`src/rtl/pipe_pkg.sv`:
```
// Shared encodings and types for the MEM stage: access opcodes, FSM states,
// byte-enable patterns and the MEM/WB register layout.
package pipe_pkg;

  localparam int NUM_LANES = 4;
  localparam int VEC_W     = 8;

  localparam logic [1:0] MW_NONE = 2'b00;
  localparam logic [1:0] MW_SB   = 2'b01;
  localparam logic [1:0] MW_SH   = 2'b10;
  localparam logic [1:0] MW_SW   = 2'b11;

  localparam logic [2:0] MR_NONE = 3'b000;
  localparam logic [2:0] MR_LB   = 3'b001;
  localparam logic [2:0] MR_LBU  = 3'b010;
  localparam logic [2:0] MR_LH   = 3'b011;
  localparam logic [2:0] MR_LHU  = 3'b100;
  localparam logic [2:0] MR_LW   = 3'b101;

  localparam logic [3:0] BE_ALL     = 4'b1111;
  localparam logic [3:0] BE_HALF_LO = 4'b0011;
  localparam logic [3:0] BE_HALF_HI = 4'b1100;
  localparam logic [3:0] BE_BYTE0   = 4'b0001;

  typedef enum logic {S_IDLE = 1'b0, S_BUSY = 1'b1} state_e;

  typedef struct packed {
    logic        mem_to_reg;
    logic        reg_write;
    logic [4:0]  rd;
    logic [31:0] mem_data;
    logic [31:0] data_addr;
  } memwb_t;

  function automatic logic is_load(input logic [2:0] mr);
    return (mr >= MR_LB) && (mr <= MR_LW);
  endfunction

endpackage

```
`src/rtl/mem_stage_load_align.sv`:
```
// Picks the addressed byte/half/word out of the read word and extends it.
module load_align
  import pipe_pkg::*;
(
  input  logic [31:0] rdata,
  input  logic [1:0]  a,
  input  logic [2:0]  mem_read,
  output logic [31:0] result
);

  logic [7:0]  b;
  logic [15:0] h;

  always_comb begin
    b = rdata[{a, 3'b000} +: 8];
    h = a[1] ? rdata[31:16] : rdata[15:0];
    case (mem_read)
      MR_LB:   result = {{24{b[7]}}, b};
      MR_LBU:  result = {24'd0, b};
      MR_LH:   result = {{16{h[15]}}, h};
      MR_LHU:  result = {16'd0, h};
      MR_LW:   result = rdata;
      default: result = '0;
    endcase
  end

endmodule

```
`src/rtl/mem_stage.sv`:
```
// MEM stage: drives the req/ack data port, stalls on wait states, aborts on
// timeout or misalignment, and holds the MEM/WB register.
module mem_stage
  import pipe_pkg::*;
#(
  parameter int TIMEOUT = 255
) (
  input  logic        clk,
  input  logic        rst_n,
  input  logic        MemtoReg_inEXMEM,
  input  logic        RegWrite_inEXMEM,
  input  logic [1:0]  MemWrite_inEXMEM,
  input  logic [2:0]  MemRead_inEXMEM,
  input  logic [31:0] DataAddr_inEXMEM,
  input  logic [31:0] rfReadData2_inEXMEM,
  input  logic [4:0]  rd_Or_rt_inEXMEM,
  output logic        dm_req,
  output logic        dm_we,
  output logic [31:0] dm_addr,
  output logic [3:0]  dm_be,
  output logic [31:0] dm_wdata,
  input  logic [31:0] dm_rdata,
  input  logic        dm_ack,
  output logic        mem_stall,
  output logic        mem_err,
  output logic        MemtoReg_inMEMWB,
  output logic        RegWrite_inMEMWB,
  output logic [4:0]  rd_Or_rt_inMEMWB,
  output logic [31:0] MemData_inMEMWB,
  output logic [31:0] DataAddr_inMEMWB
);

  localparam logic [7:0] TMO = 8'(TIMEOUT);

  state_e     state;
  logic [7:0] cnt;
  memwb_t     memwb, memwb_nxt;

  logic        is_st, is_ld, access, misalign, mis_err, abort;
  logic [1:0]  a;
  logic [31:0] d, ld_data;
  logic [NUM_LANES-1:0][VEC_W-1:0] wlane;

  assign a      = DataAddr_inEXMEM[1:0];
  assign d      = rfReadData2_inEXMEM;
  assign is_st  = MemWrite_inEXMEM != MW_NONE;
  assign is_ld  = !is_st && is_load(MemRead_inEXMEM);
  assign access = is_st || is_ld;

  always_comb begin
    misalign = 1'b0;
    if (is_st) begin
      case (MemWrite_inEXMEM)
        MW_SH:   misalign = a[0];
        MW_SW:   misalign = a != 2'b00;
        default: misalign = 1'b0;
      endcase
    end else if (is_ld) begin
      case (MemRead_inEXMEM)
        MR_LH, MR_LHU: misalign = a[0];
        MR_LW:         misalign = a != 2'b00;
        default:       misalign = 1'b0;
      endcase
    end
  end

  // Reset gates the request so an abandoned access drops off the bus at once.
  assign dm_req    = rst_n && ((state == S_IDLE && access && !misalign) || state == S_BUSY);
  assign mem_stall = dm_req && !dm_ack;
  assign mis_err   = state == S_IDLE && access && misalign;
  assign abort     = state == S_BUSY && !dm_ack && cnt == TMO;

  assign dm_we   = is_st;
  assign dm_addr = {DataAddr_inEXMEM[31:2], 2'b00};

  always_comb begin
    dm_be = BE_ALL;
    if (is_st) begin
      case (MemWrite_inEXMEM)
        MW_SB:   dm_be = BE_BYTE0 << a;
        MW_SH:   dm_be = a[1] ? BE_HALF_HI : BE_HALF_LO;
        default: dm_be = BE_ALL;
      endcase
    end
  end

  for (genvar i = 0; i < NUM_LANES; i++) begin : g_lane
    always_comb begin
      case (MemWrite_inEXMEM)
        MW_SB:   wlane[i] = d[VEC_W-1:0];
        MW_SH:   wlane[i] = d[(i%2)*VEC_W +: VEC_W];
        default: wlane[i] = d[i*VEC_W +: VEC_W];
      endcase
    end
  end
  assign dm_wdata = wlane;

  load_align u_align (
    .rdata    (dm_rdata),
    .a        (a),
    .mem_read (MemRead_inEXMEM),
    .result   (ld_data)
  );

  // Stall cycles and error cycles load a bubble: fields pass, write-enable dropped.
  always_comb begin
    memwb_nxt.mem_to_reg = MemtoReg_inEXMEM;
    memwb_nxt.reg_write  = RegWrite_inEXMEM && !mem_stall && !mis_err;
    memwb_nxt.rd         = rd_Or_rt_inEXMEM;
    memwb_nxt.mem_data   = (is_ld && !mem_stall && !mis_err) ? ld_data : '0;
    memwb_nxt.data_addr  = DataAddr_inEXMEM;
  end

  always_ff @(posedge clk or negedge rst_n) begin
    if (!rst_n) begin
      state   <= S_IDLE;
      cnt     <= '0;
      memwb   <= '0;
      mem_err <= 1'b0;
    end else begin
      memwb   <= memwb_nxt;
      mem_err <= abort || mis_err;
      case (state)
        S_IDLE: begin
          if (dm_req && !dm_ack) begin
            state <= S_BUSY;
            cnt   <= 8'd1;
          end
        end
        S_BUSY: begin
          if (dm_ack || cnt == TMO) begin
            state <= S_IDLE;
            cnt   <= '0;
          end else begin
            cnt <= cnt + 8'd1;
          end
        end
        default: begin
          state <= S_IDLE;
          cnt   <= '0;
        end
      endcase
    end
  end

  assign MemtoReg_inMEMWB = memwb.mem_to_reg;
  assign RegWrite_inMEMWB = memwb.reg_write;
  assign rd_Or_rt_inMEMWB = memwb.rd;
  assign MemData_inMEMWB  = memwb.mem_data;
  assign DataAddr_inMEMWB = memwb.data_addr;

endmodule

```
`config.mk`:
```
export PLATFORM = sky130hd
export DESIGN_NAME = mem_stage
export DESIGN_NICKNAME = d
export VERILOG_FILES = /design/src/rtl/pipe_pkg.sv /design/src/rtl/mem_stage_load_align.sv /design/src/rtl/mem_stage.sv
export SDC_FILE = /design/constraint.sdc
export NUM_CORES = 1
export LEC_CHECK = 0
export BUFFER_PORTS_ARGS = -buffer_cell sky130_fd_sc_hd__clkbuf_2
export CELL_PAD_IN_SITES_DETAIL_PLACEMENT = 0
export CELL_PAD_IN_SITES_GLOBAL_PLACEMENT = 1
export CORE_UTILIZATION = 31
export CTS_CLUSTER_SIZE = 8
export DETAILED_ROUTE_END_ITERATION = 8
export PLACE_DENSITY = 0.88
export SYNTH_ARGS = -nofsm -noshare
export SYNTH_HDL_FRONTEND = slang
export SYNTH_SLANG_ARGS = --single-unit
```
`constraint.sdc`:
```
create_clock -name clk -period 1.8 [get_ports clk]
set_clock_uncertainty 0.2 [all_clocks]
set_input_delay 0.09 -clock clk [delete_from_list [all_inputs] [get_ports clk]]
set_output_delay 0.09 -clock clk [all_outputs]
set_load 0.05 [all_outputs]
```
==> summary.md <==
| Metric | Value |
|---|---|
| Vias per inst | between 4 and 5 |
| Mapped Cells | 387 |
| Slowest Stage Delay on Critical Path | 0.41 ns |
| Htree depth | 3 |
| Outcome | complete, no violations |
| I/O pins | 254 |
| Avg Cell Area, Syn | just over 10 um2 |
| Clock Path Buffers | 2 |
| Clock latency on the worst-skew pair | 0.33 ns |
| Die height | 116 um |
| Min Tclk post-route | 1.76 ns |
| Worst-Margin Slew | 0.946 ns |
| Routed len/inst | 16.0 um |
| Largest net degree at the start of global routing | 78 |
| Synth cell types | 45 |
| Slew margin rel. | a little under two fifths |
| Routed vias | 4218 |
| WHS Path Cells | 3 |
| Worst R2R Start | state |
| RePlAce Congestion | 0.822 |
| Power density cells | 830 mW/mm2 |
| P&R area growth vs syn | 69.1% |
| Initial antenna violation count | 0 |
| Yosys warning count | 0 |
| CP required | around 1.8 ns |
| Leakage | 3.30 nW |
| Cell row count | 41 |
| VDD IR-drop max | 0.000481 V |
| Clk slew on worst S/H paths | ~0.060 ns |
| Ratio of cells with drive above 1 in the final layout | between 50% and 60% |
| ANT nets after route | 0 |
| Crit path max fanout | 32 |
| Maxcap violations | 0 |
| Setup_tns | 0 ns |
| Fmax | 0.567 GHz |
| Sequential-to-total area share from yosys stat | 50.6% |
| Die X | 116 um |
| Fill cell count | approximately 1100 |
| Gr ovfl total | 0 |
| R2R Setup Slk | 0.06 ns |
| Kind of critical path | in -> reg |
| DRT Wirelength | 14000 um |
| Area of the mapped netlist | 0.00401 mm2 |
| Total track usage | between 20 and 25% |
| CORE AREA | 0.0126 mm2 |
| Worst Setup Start Kind | primary input |
| Hold Startpoint | rst_n |
| Clock Sinks | 81 |
| IO Port Bufs | 251 |
| Final setup vio count | 0 |
| CP max stage cell | a2111o_1 |
| R2R depth | 5 |
| Worst Path Arrival | 1.81 ns |
| Fin crit share | 98.0% |
| Die Area | 0.0134 mm2 |
| Drt first pass iters | 4 |
| CTS Buf Count | 9 |
| Unrepaired setup endpoints after global routing | no |
| Vias in the first global route | 4232 |
| Worst Hold Class | in -> reg |
| EDFF count, synth | 0 |
| Final hold vios | 0 |
| Detailed router's first-iteration violation count | 274 |
| Reg-to-Reg End | MemData_inMEMWB[11] |
| Crit. End Element | register |
| TritonCTS clock tree | done |
| Fin nets | just over 800 |
| CTS root buf | clkbuf_16 |
| Slew Viols, Final | 0 |
| Hold endpoint | cnt[0] |
| Yosys reg bits | 81 |
| First-pass GRT wire length | 20800 um |
| Final hold slack | approximately 0.02 ns |
| Ys flop type | dfrtp_1 |
| Asr flop ratio synth | 100% |
| Initial Util | between 30% and 40% |
| Cells along the critical path | clkbuf_8 > buf_6 > and3b_2 > a211o_1 > buf_4 > a2111o_1 > buf_12 > a31oi_1 |
| DRC violations left | 0 |
| DP Wirelength | 9470 um |
stage by stage:
step	utilization [%]	worst slack (ns)	area, um2	total power, mW	instances
3_3_place_gp	43.7	-0.167	5510	3.57	773
3_5_place_dp	43.7	-0.236	5510	3.58	773
2_1_floorplan	-	-0.205	4130	3.09	388
5_1_grt	53.7	0.000793	6770	5.86	870
4_1_cts	52.9	-0.00756	6680	5.64	870
6_report	53.7	0.0352	6780	5.63	871
cell usage in the layout (no fill, tap or decap), types with 5 or more instances in the layout:
cell type / instances
a21oi_1: 24
a21oi_2: 13
a21oi_4: 5
a22oi_1: 13
a31oi_1: 11
buf_12: 9
buf_4: 30
clkbuf_16: 9
clkbuf_2: 240
dfrtp_1: 80
dlygate4sd3_1: 75
ha_1: 6
inv_1: 9
mux2_2: 19
nand2_1: 33
nor2_1: 15
nor2b_1: 5
o21ai_0: 25
worst max-delay path by stage:
| stage | to | slack (ns) | from |
|---|---|---|---|
| 2_1_floorplan | dm_be[0] | -0.20 | MemWrite_inEXMEM[1] |
| 3_3_place_gp | MemData_inMEMWB[8] | -0.17 | MemRead_inEXMEM[2] |
| 3_5_place_dp | MemData_inMEMWB[29] | -0.24 | MemRead_inEXMEM[2] |
| 4_1_cts | dm_req | -0.008 | MemRead_inEXMEM[2] |
| 5_1_grt | dm_req | 0.0008 | MemRead_inEXMEM[2] |
| 6_report | MemData_inMEMWB[11] | 0.04 | MemRead_inEXMEM[1] |
cell type report:
| type | count | area, um2 | area share, % |
|---|---|---|---|
| Antenna cell | 1 | 2.50 | 0.0369 |
| Sequential cell | 81 | 2030 | 29.9 |
| Timing Repair Buffer | 359 | 2420 | 35.7 |
| Multi-Input combinational cell | 232 | 1760 | 26.0 |
| Tap cell | 172 | 215 | 3.18 |
| Clock inverter | 6 | 75.1 | 1.11 |
| Clock buffer | 10 | 239 | 3.53 |
| Inverter | 10 | 37.5 | 0.554 |
Yosys cell counts, types with 4 or more instances:
library cell / count / area, um2
a21oi_1: 42 / 210
a22oi_1: 13 / 97.6
a31oi_1: 13 / 81.3
buf_2: 4 / 20.0
buf_4: 41 / 308
clkbuf_1: 19 / 71.3
dfrtp_1: 81 / 2030
ha_1: 7 / 87.6
inv_1: 10 / 37.5
mux2_2: 19 / 214
mux4_2: 4 / 90.1
nand2_1: 33 / 124
nand3_1: 5 / 25.0
nor2_1: 16 / 60.1
nor2b_1: 5 / 31.3
o21a_1: 4 / 30.0
o21ai_0: 30 / 150
worst max-delay path: cells and delay by family:
kind            cells  cell delay [ns]
buf+inv             4             0.59
simple gates        1             0.23
compound gates      3             0.89
repair_timing:
action,in CTS,in global routing
cloned,0,1
endpoints found under the setup margin,2,22
hold buffers,75,0
endpoints found under the hold margin,153,0
setup buffers,7,1
resized for setup,13,24
pin swaps,6,4
layer usage:
| layer | GRT usage (%) | up-vias | part of all wire, % |
|---|---|---|---|
| met5 | 0 | - | 0 |
| met4 | 7.86 | 0 | 2.0 |
| met3 | 3.87 | 26 | 8.1 |
| met2 | 37.6 | 249 | 53 |
| met1 | 22.4 | 1993 | 37 |
| li1 | - | 1950 | - |
cells by family (layout without fill, tap and decap cells):
group,after synthesis,after routing,synth area share [%]
and+or+nand+nor,75,75,9.05
buffers and inverters,75,385,11.0
DFF,81,81,50.6
AOI/OAI and AO/OA,122,122,18.8
muxes,25,25,8.09
xor gates and xnor gates,1,1,0.219
other,1,3,0.0936
adders and majority gates,7,7,2.19
registers in the layout (all words and copies together) (netlist names):
name / count
mem_err: 1
MemtoReg_inMEMWB: 1
RegWrite_inMEMWB: 1
cnt: 8
DataAddr_inMEMWB: 32
rd_Or_rt_inMEMWB: 5
state: 1
MemData_inMEMWB: 32
power by group:
group	internal [mW]	total (mW)	switching, mW
clock network	1.13	1.88	0.748
logic	0.624	1.78	1.16
registers	1.91	1.96	0.0547
No activity file was read; power rests on OpenSTA's default activity.
